===== config.mk =====
export PLATFORM = sky130hd
export DESIGN_NAME = pwm_multi_ch
export DESIGN_NICKNAME = d
export VERILOG_FILES = /design/src/rtl/pwm_pkg.sv /design/src/rtl/pwm_multi_ch_btn_debounce.sv /design/src/rtl/pwm_multi_ch.sv
export SDC_FILE = /design/constraint.sdc
export NUM_CORES = 1
export LEC_CHECK = 0
export BUFFER_PORTS_ARGS = -buffer_cell sky130_fd_sc_hd__buf_2
export CAP_MARGIN = 25
export CORE_AREA = 2 2 100 102
export CTS_CLUSTER_DIAMETER = 60
export CTS_CLUSTER_SIZE = 8
export DETAILED_ROUTE_END_ITERATION = 10
export DIE_AREA = 0 0 102 104
export GPL_TIMING_DRIVEN = 0
export PLACE_DENSITY = 0.81
export SLEW_MARGIN = 20
export SYNTH_ARGS = -nofsm -noshare
export SYNTH_HDL_FRONTEND = slang
export SYNTH_SLANG_ARGS = --single-unit

===== constraint.sdc =====
create_clock -name clk -period 9.7 [get_ports clk]
set_input_delay 0.485 -clock clk [delete_from_list [all_inputs] [get_ports clk]]
set_output_delay 0.485 -clock clk [all_outputs]
set_load 0.05 [all_outputs]

===== src/rtl/pwm_pkg.sv =====
// Shared types and saturating arithmetic for the multi-channel PWM block.
// Pure package: no logic, no latency, no flow control.
// Callers cast the int results back to their own duty width.
package pwm_pkg;

    typedef enum logic {
        PWM_EDGE   = 1'b0,
        PWM_CENTER = 1'b1
    } pwm_mode_e;

    // Result clamps at limit instead of overflowing past it.
    function automatic int sat_inc(input int val, input int step, input int limit);
        return (val + step > limit) ? limit : val + step;
    endfunction

    // Result clamps at limit instead of wrapping below it.
    function automatic int sat_dec(input int val, input int step, input int limit);
        return (val < limit + step) ? limit : val - step;
    endfunction

endpackage


===== src/rtl/pwm_multi_ch_btn_debounce.sv =====
// Button conditioner: 2-FF synchroniser, tick-sampled s1/s2 stages, rising-edge press pulse.
// Latency: 2 sync cycles plus up to 2 ticks; press is a combinational single-cycle pulse.
// No backpressure; all state holds while ena is low.
module btn_debounce (
    input  logic clk,
    input  logic rst_n,
    input  logic ena,
    input  logic btn,
    input  logic tick,
    output logic press
);

    logic sync0;
    logic sync1;
    logic s1;
    logic s2;

    always_ff @(posedge clk or negedge rst_n) begin
        if (!rst_n) begin
            sync0 <= 1'b0;
            sync1 <= 1'b0;
            s1    <= 1'b0;
            s2    <= 1'b0;
        end else if (ena) begin
            sync0 <= btn;
            sync1 <= sync0;
            // Sampling only on tick filters bounces shorter than a tick period.
            if (tick) begin
                s1 <= sync1;
                s2 <= s1;
            end
        end
    end

    assign press = tick & s1 & ~s2;

endmodule


===== src/rtl/pwm_multi_ch.sv =====
// NUM_CH-channel PWM with a shared period counter and button-driven, shadowed duty control.
// Latency: pwm_out registered one cycle after the compare; duty changes apply at the next period start.
// No backpressure; ena low freezes all state and forces outputs low. PWM_CENTER_EN enables center-aligned mode.
module pwm_multi_ch
    import pwm_pkg::*;
#(
    parameter int NUM_CH    = 4,
    parameter int CNT_W     = 8,
    parameter int PERIOD    = 10,
    parameter int DUTY_INIT = 5,
    parameter int STEP      = 1,
    parameter int DEB_DIV   = 2,
    localparam int SEL_W    = (NUM_CH > 1) ? $clog2(NUM_CH) : 1
) (
    input  logic              clk,
    input  logic              rst_n,
    input  logic              ena,
    input  logic              btn_inc,
    input  logic              btn_dec,
    input  logic [SEL_W-1:0]  ch_sel,
    input  logic              center,
    output logic [NUM_CH-1:0] pwm_out,
    output logic [CNT_W-1:0]  duty_sel,
    output logic              period_start
);

    localparam int DIV_W = (DEB_DIV > 1) ? $clog2(DEB_DIV) : 1;
    localparam logic [CNT_W-1:0] LAST = CNT_W'(PERIOD - 1);
    localparam logic [CNT_W-1:0] INIT = CNT_W'(DUTY_INIT);

    logic [DIV_W-1:0]  div_cnt;
    logic              tick;
    logic              press_inc;
    logic              press_dec;
    logic [CNT_W-1:0]  cnt;
    logic              dir_up;
    logic              boundary;
    logic [CNT_W-1:0]  shadow [NUM_CH];
    logic [CNT_W-1:0]  active [NUM_CH];
    logic [NUM_CH-1:0] cmp;
    logic [NUM_CH-1:0] pwm_q;

    // Shared debounce sample tick, frozen together with everything else by ena.
    assign tick = ena & (div_cnt == DIV_W'(DEB_DIV - 1));

    always_ff @(posedge clk or negedge rst_n) begin
        if (!rst_n) begin
            div_cnt <= '0;
        end else if (ena) begin
            div_cnt <= tick ? '0 : div_cnt + 1'b1;
        end
    end

    btn_debounce u_deb_inc (
        .clk   (clk),
        .rst_n (rst_n),
        .ena   (ena),
        .btn   (btn_inc),
        .tick  (tick),
        .press (press_inc)
    );

    btn_debounce u_deb_dec (
        .clk   (clk),
        .rst_n (rst_n),
        .ena   (ena),
        .btn   (btn_dec),
        .tick  (tick),
        .press (press_dec)
    );

    assign boundary = (cnt == '0) & dir_up;

`ifdef PWM_CENTER_EN
    pwm_mode_e mode;

    always_ff @(posedge clk or negedge rst_n) begin
        if (!rst_n) begin
            cnt    <= '0;
            dir_up <= 1'b1;
            mode   <= PWM_EDGE;
        end else if (ena) begin
            if (boundary) begin
                mode <= center ? PWM_CENTER : PWM_EDGE;
            end
            // The end points repeat once in center mode: the turn-around cycle holds cnt.
            if (dir_up) begin
                if (cnt == LAST) begin
                    if (mode == PWM_CENTER) begin
                        dir_up <= 1'b0;
                    end else begin
                        cnt <= '0;
                    end
                end else begin
                    cnt <= cnt + 1'b1;
                end
            end else begin
                if (cnt == '0) begin
                    dir_up <= 1'b1;
                end else begin
                    cnt <= cnt - 1'b1;
                end
            end
        end
    end
`else
    logic center_unused;

    assign center_unused = center;
    assign dir_up        = 1'b1;

    always_ff @(posedge clk or negedge rst_n) begin
        if (!rst_n) begin
            cnt <= '0;
        end else if (ena) begin
            cnt <= (cnt == LAST) ? '0 : cnt + 1'b1;
        end
    end
`endif

    always_ff @(posedge clk or negedge rst_n) begin
        if (!rst_n) begin
            for (int i = 0; i < NUM_CH; i++) begin
                shadow[i] <= INIT;
                active[i] <= INIT;
            end
        end else if (ena) begin
            for (int i = 0; i < NUM_CH; i++) begin
                if (boundary) begin
                    active[i] <= shadow[i];
                end
                if (ch_sel == SEL_W'(i)) begin
                    if (press_inc && !press_dec) begin
                        shadow[i] <= CNT_W'(sat_inc(int'(shadow[i]), STEP, PERIOD));
                    end else if (press_dec && !press_inc) begin
                        shadow[i] <= CNT_W'(sat_dec(int'(shadow[i]), STEP, 0));
                    end
                end
            end
        end
    end

    // On the boundary cycle compare against the duty being loaded, so the new
    // period is clean from its very first count.
    always_comb begin
        cmp = '0;
        for (int i = 0; i < NUM_CH; i++) begin
            cmp[i] = cnt < (boundary ? shadow[i] : active[i]);
        end
    end

    always_ff @(posedge clk or negedge rst_n) begin
        if (!rst_n) begin
            pwm_q <= '0;
        end else if (ena) begin
            pwm_q <= cmp;
        end
    end

    assign pwm_out      = ena ? pwm_q : '0;
    assign period_start = ena & rst_n & boundary;

    always_comb begin
        duty_sel = '0;
        for (int i = 0; i < NUM_CH; i++) begin
            if (ch_sel == SEL_W'(i)) begin
                duty_sel = shadow[i];
            end
        end
    end

endmodule


==> results.ini, run 1 <==
[status]
outcome = finished clean

[die]
dieArea_um2 = 10610
fp.dieW_um = 102
initial_core_util = 0.6313
num_rows = 36
fp.coreArea_um2 = 9549
die_h_um = 104
io_pins = 21

[critical_path]
cp-end-kind = flip-flop
critical_path_class = in2reg
worst_ep_required_time_ps = 9990
start_kind = input port
reg2reg_to = pwm_q[2]$_DFFE_PN0P_
arrival_ps = 4150
crit_fanout = 10
r2r_slack_ps = 5990
ff2ff_path_depth = 12
timing.rr.start = cnt[4]$_DFFE_PN0P_

[power]
p_switching_mw = 0.7523
seqPwrFrac = 0.339
p_int_mw = 0.9544
p_per_area_nw_per_um2 = 262.4
p_leak_nw = 2.727
clkPwrFrac = 0.152
combPwrFrac = 0.510
ir_drop_uv = 146.6
total_power_mw = 1.707
switching_share = 0.4408

[cts]
root_buffer = clkbuf_8
cts_setup_buffers = 0
cts.reportedPaths.clkPinSlew_ps = 90
insertion_delay_ps = 370
numCtsBuffers = 9
cts_resized = 0
cts_tree = done
cts_hold_buf = 0
clk_path_buf_depth = 2
cts-htree-levels = 3
cts.sinks = 85

[synthesis]
synthCells = 637
async_flop_share = 1.000
synth_area_um2 = 6028
ys_seq_area_frac = 0.3562
synth_warnings = 0
syn_avg_cell_area_um2 = 9.464
synthesis.nets = 689
ys_seq_elements = 85
synth.distinct_cells = 70
yosys_most_used_dff = dfrtp_1
synth-edff-count = 0

[place]
place_inst = 790
postPlaceCellArea_um2 = 6312
port_buffers = 19
routabilityCongestion = 0.9116
dp_hpwl_mm = 11.37

[timing]
worstMarginPinSlew_ps = 821.9
maxSlewHeadroom = 0.4509
finalHoldViolCount = 0
rsz0062_at_grt = false
fmax_mhz = 258.7
setup_viol_count_final = 0
maxSlewViolCount = 0
setup_tns_ps = 0
period_minus_slack_ps = 3866
post-route-period-util = 0.3986
clock_skew_ps = 10.90

[routing]
vias_per_cell = 6.610
routedWlPerCell_um = 20.03
drt_iter0_markers = 460
dr.pass1.iters = 5
drtAntennaViolNets = 0
drt_wl_total_mm = 16.12
route.vias.total = 5321
route.detailed.drc = 0

[worst_hold_path]
hp-class = in2async

[grt]
overflow = 0
grtUsageTotal = 0.3151
grt_max_degree = 45
grt_pass1_vias = 5244
grt_pass1_wl_mm = 26.02
antenna_found_initial = 0

[finish]
diodes = 0
layout.cells.non_filler = 805
syn_to_final_growth_pct = 7.887
final_util = 0.6811
fin_area_um2 = 6504
fin_nets = 720
layout-drive-gt1-share = 0.1533

[flow_run]
maxCapViolCount = 0

[power by group through the flow]
stage	sequential [mW]	clock, mW	combinational, mW
after floorplan	0.538	0	0.653
after global placement	0.570	0	0.801
after detailed placement	0.579	0	0.844
after CTS	0.571	0.260	0.854
after global routing	0.589	0.276	0.949
final	0.578	0.259	0.870
[worst max-delay path, stage by stage]
cell      delay [ps]
buf_2            110
clkbuf_1         340
clkbuf_1         450
clkbuf_1         400
nand4b_1         160
ha_1             310
nor2b_1          380
nor3b_1          730
nand2_1          190
or4_1            430
o21ai_0          160
[Yosys cell counts (all sizes together) (10+ instances only)]
library cell	instances	share of area
a21oi	24	0.020
a31oi	10	0.010
and3	10	0.010
clkbuf	44	0.027
dfrtp	69	0.29
dfstp	16	0.070
ha	44	0.091
inv	21	0.013
mux2	29	0.054
mux2i	35	0.058
nand2	55	0.034
nand2b	18	0.019
nand3	23	0.019
nand4	12	0.012
nor2	21	0.013
nor2b	10	0.010
nor3	12	0.010
o21ai	44	0.037
xnor2	11	0.016
[layer usage]
metal / track usage / up-vias / share of wire / wire [µm]
met4: 0.1619 / 0 / 0.041 / 669
met2: 0.4836 / 253 / 0.47 / 7557
li1: - / 2402 / - / -
met5: 0 / - / 0 / 0
met1: 0.4251 / 2608 / 0.42 / 6737
met3: 0.05444 / 58 / 0.072 / 1158
[cell type report]
| class | instances | area [µm²] |
|---|---|---|
| repair buffers | 20 | 117.6 |
| clock inverters | 4 | 50.05 |
| well taps | 133 | 166.4 |
| plain buffers | 51 | 198.9 |
| fillers | 746 | 3045 |
| flip-flops and latches | 85 | 2147 |
| clock buffers | 11 | 141.4 |
| multi-input cells | 480 | 3603 |
| inverters | 21 | 78.83 |
[sequential cells by signal, summed over array words and instances (netlist names), 4 cells and up]
| signal | flops |
|---|---|
| active | 32 |
| shadow | 32 |
| cnt | 8 |
| pwm_q | 4 |
[logic make-up (layout without fill, tap and decap cells)]
group	after synthesis	after routing	share of synthesized area
simple gates	201	201	0.1781
fa+ha+maj	44	44	0.09132
buf+inv	72	107	0.04608
compound gates	150	150	0.1673
flops	85	85	0.3562
mux	72	72	0.1422
xor+xnor	13	13	0.01889
[cells in the final DEF, fill, tap and decap left out, types with 8 or more instances in the layout]
cell type  count
nand3_1       23
o21ai_0       44
buf_2         21
nand2_1       55
ha_1          44
a21oi_1       24
clkbuf_8      10
a21o_1         8
dfstp_2       16
inv_1         21
clkbuf_1      45
nor3_1        12
mux2_2        29
mux2i_1       35
a31oi_1       10
nor2_1        21
and3_1        10
nand2b_1      18
mux4_2         8
nor2b_1       10
dfrtp_1       69
xnor2_1       11
nand4_1       12
[how the worst max path moves through the flow]
stage                        from                      to  slack, ps  depth (start not counted)
3_5_place_dp                  ena  shadow[31]$_DFFE_PN0P_       5540                         11
2_1_floorplan  cnt[5]$_DFFE_PN0P_    pwm_q[2]$_DFFE_PN0P_       6450                         12
6_report                      ena  shadow[31]$_DFFE_PN0P_       5830                         11
4_1_cts                       ena  shadow[31]$_DFFE_PN0P_       5890                         11
5_1_grt                       ena  shadow[31]$_DFFE_PN0P_       5550                         11
3_3_place_gp                  ena  shadow[31]$_DFFE_PN0P_       5590                         11
[metrics by stage]
stage	setup slack [ps]	hold WS, ps
3_3_place_gp	5586	462.5
5_1_grt	5546	142.0
2_1_floorplan	6452	189.4
6_report	5834	89.83
4_1_cts	5885	112.3
3_5_place_dp	5538	469.0
Note: power is estimated with default switching activity, not from simulation.
==> run 2, diff against run 1 <==
--- a/config.mk
+++ b/config.mk
@@ -7,13 +7,13 @@
 export LEC_CHECK = 0
 export BUFFER_PORTS_ARGS = -buffer_cell sky130_fd_sc_hd__buf_2
 export CAP_MARGIN = 25
-export CORE_AREA = 2 2 100 102
+export CORE_AREA = 2 2 106 108
 export CTS_CLUSTER_DIAMETER = 60
 export CTS_CLUSTER_SIZE = 8
 export DETAILED_ROUTE_END_ITERATION = 10
-export DIE_AREA = 0 0 102 104
+export DIE_AREA = 0 0 108 110
 export GPL_TIMING_DRIVEN = 0
-export PLACE_DENSITY = 0.81
+export PLACE_DENSITY = 0.76
 export SLEW_MARGIN = 20
 export SYNTH_ARGS = -nofsm -noshare
 export SYNTH_HDL_FRONTEND = slang
==> constraint.sdc (replaced) <==
create_clock -name clk -period 3.2 [get_ports clk]
set_input_delay 0.16 -clock clk [delete_from_list [all_inputs] [get_ports clk]]
set_output_delay 0.16 -clock clk [all_outputs]
set_load 0.05 [all_outputs]
==> run 2 against run 1 <==
Largest power group unchanged. Critical path depth up 1. Register-to-register slack worse by 5900 ps. Sequential share of layout area down 0.91 points. Wire length up 1.1%.
==> results.ini, run 2 (synthesis results as in run 1) <==
[critical_path]
path_cells = or4_4, nor4b_4, buf_4, buf_12, buf_12, mux2i_1, ha_1, a21oi_1, nor2b_1, a311o_1, a21oi_2, a2bb2oi_2
reg2reg_to = pwm_q[2]$_DFFE_PN0P_
max_stage_delay_ps = 540  ; -190 ps
cp-end-kind = flip-flop
crit_fanout = 10  ; unchanged
worst_ep_required_time_ps = 3500  ; -6490 ps
critical_path_class = reg2reg
critPathLaunch = cnt[4]$_DFFE_PN0P_
r2r_slack_ps = 80  ; -5910 ps
start_kind = flip-flop
timing.rr.start = cnt[4]$_DFFE_PN0P_
arrival_ps = 3430  ; -720 ps
crit_slowest_cell = or4_4
cpMostUsedCell = buf_12
ff2ff_path_depth = 12  ; unchanged
critPathCapture = pwm_q[2]$_DFFE_PN0P_

[timing]
maxSlewViolCount = 0  ; unchanged
setup_tns_ps = 0  ; unchanged
post-route-period-util = 0.9762
maxSlewHeadroom = 0.5321  ; +0.08121
clock_skew_ps = 11.17  ; +0.2628 ps
period_minus_slack_ps = 3124
worstMarginPinSlew_ps = 695.4  ; -126.5 ps
finalHoldViolCount = 0  ; unchanged
setup_viol_count_final = 0  ; unchanged
fmax_mhz = 320.1

[cts]
numCtsBuffers = 9  ; unchanged
root_buffer = clkbuf_8
cts.reportedPaths.clkPinSlew_ps = 90  ; about the same
insertion_delay_ps = 370  ; about the same
clk_path_buf_depth = 2  ; unchanged
cts.sinks = 85  ; unchanged
cts-htree-levels = 3  ; unchanged
cts_tree = done

[die]
fp.coreArea_um2 = 10700  ; +12%
io_pins = 21  ; unchanged
dieArea_um2 = 11880  ; +12%
num_rows = 38  ; +5.6%
fp.dieW_um = 108  ; +5.9%
die_h_um = 110  ; +5.8%
initial_core_util = 0.5635  ; -0.06778

[grt]
grt_pass1_wl_mm = 26.38  ; +1.4%
antenna_found_initial = 1  ; +1
grt_pass1_vias = 5311  ; +1.3%
overflow = 0  ; unchanged
grtUsageTotal = 0.2869  ; -0.02818
grt_max_degree = 45  ; unchanged

[place]
dp_hpwl_mm = 11.63  ; +2.3%
routabilityCongestion = 0.8650  ; -5.1%
place_inst = 797  ; +0.89%
port_buffers = 19  ; unchanged

[worst_hold_path]
hp-class = in2reg

[routing]
drtAntennaViolNets = 0  ; unchanged
vias_per_cell = 6.454  ; -2.4%
route.detailed.drc = 0  ; unchanged
dr.pass1.iters = 5  ; unchanged
route.vias.total = 5331  ; +0.19%
drt_iter0_markers = 494  ; +7.4%
drt_wl_total_mm = 16.30  ; +1.1%
routedWlPerCell_um = 19.73  ; -1.5%

[power]
p_per_area_nw_per_um2 = 800.8  ; +210%
ir_drop_uv = 387.7  ; +160%
p_leak_nw = 2.831  ; +3.8%

[finish]
layout.cells.non_filler = 826  ; +2.6%
top_regs = active (32), shadow (32), cnt (8)
final_cell_mix = dfrtp_1, nand2_1, o21ai_0, ha_1, clkbuf_1
final_common_cell = dfrtp_1
diodes = 0  ; unchanged
fillers = 901  ; +21%
fin_nets = 733  ; +1.8%
layout-drive-gt1-share = 0.1866  ; +0.03332
final_util = 0.6262  ; -0.05488
syn_to_final_growth_pct = 11.12

[status]
outcome = finished clean

[flow_run]
maxCapViolCount = 0  ; unchanged

==> run 2: repair_timing <==
item                                    in CTS  in global routing
endpoints found under the setup margin      18                 29
setup buffers                                2                 11
gates resized for setup                     15                  8
hold endpoints to repair                    32                  0
gates cloned                                 0                  0
pin swaps                                    1                  1
hold buffers                                 1                  0
==> run 2: area by class of cell <==
class / instances / area, µm² / share of cell area
repair buffers: 34 / 225.2 / 0.03362
multi-input cells: 480 / 3631 / 0.5420
clock inverters: 6 / 70.07 / 0.01046
well taps: 140 / 175.2 / 0.02615
inverters: 21 / 78.83 / 0.01177
clock buffers: 10 / 127.6 / 0.01905
plain buffers: 50 / 240.2 / 0.03586
flip-flops and latches: 85 / 2151 / 0.3211
==> run 2: worst min path at each step <==
stage	startpoint	endpoint	cells past startpoint
CTS	btn_inc	u_deb_inc.sync0$_DFFE_PN0P_	2
detailed placement	rst_n	u_deb_inc.sync1$_DFFE_PN0P_	1
global placement	btn_dec	u_deb_dec.sync0$_DFFE_PN0P_	2
global route	btn_dec	u_deb_dec.sync0$_DFFE_PN0P_	2
finish	btn_inc	u_deb_inc.sync0$_DFFE_PN0P_	2
floorplan	rst_n	active[11]$_DFFE_PN0P_	0
==> run 2: power by group <==
| group | internal, mW | total [mW] | switching [mW] |
|---|---|---|---|
| combinational | 1.24 | 2.83 | 1.59 |
| sequential | 1.42 | 1.73 | 0.313 |
| clock | 0.369 | 0.803 | 0.434 |
==> run 2: routing by layer <==
metal,vias to the layer above,global-route usage,routed length (µm)
met5,-,0,0
met4,0,0.1245,426
met3,43,0.04644,982
met2,198,0.4748,7783
met1,2646,0.3743,7108
li1,2444,-,-
==> run 2: worst max-delay path, delay by kind of cell (launching register included) <==
kind	cells	cell delay [ps]
AND/OR/NAND/NOR	3	870
AO/OA/AOI/OAI	4	790
adder cells (fa/ha/maj)	1	270
multiplexers	1	200
flip-flops	1	450
buffers and inverters	3	470
==> run 2: stage by stage <==
stage	setup slack, ps	total power, mW	instance area (µm²)	hold slack (ps)
floorplan	26.90	3.614	6031	-135.6
global placement	-565.4	4.162	6301	392.6
detailed placement	-675.6	4.313	6324	192.9
CTS	-13.79	5.190	6594	8.374
global route	-5.316	5.703	6699	13.45
finish	76.13	5.364	6699	16.53
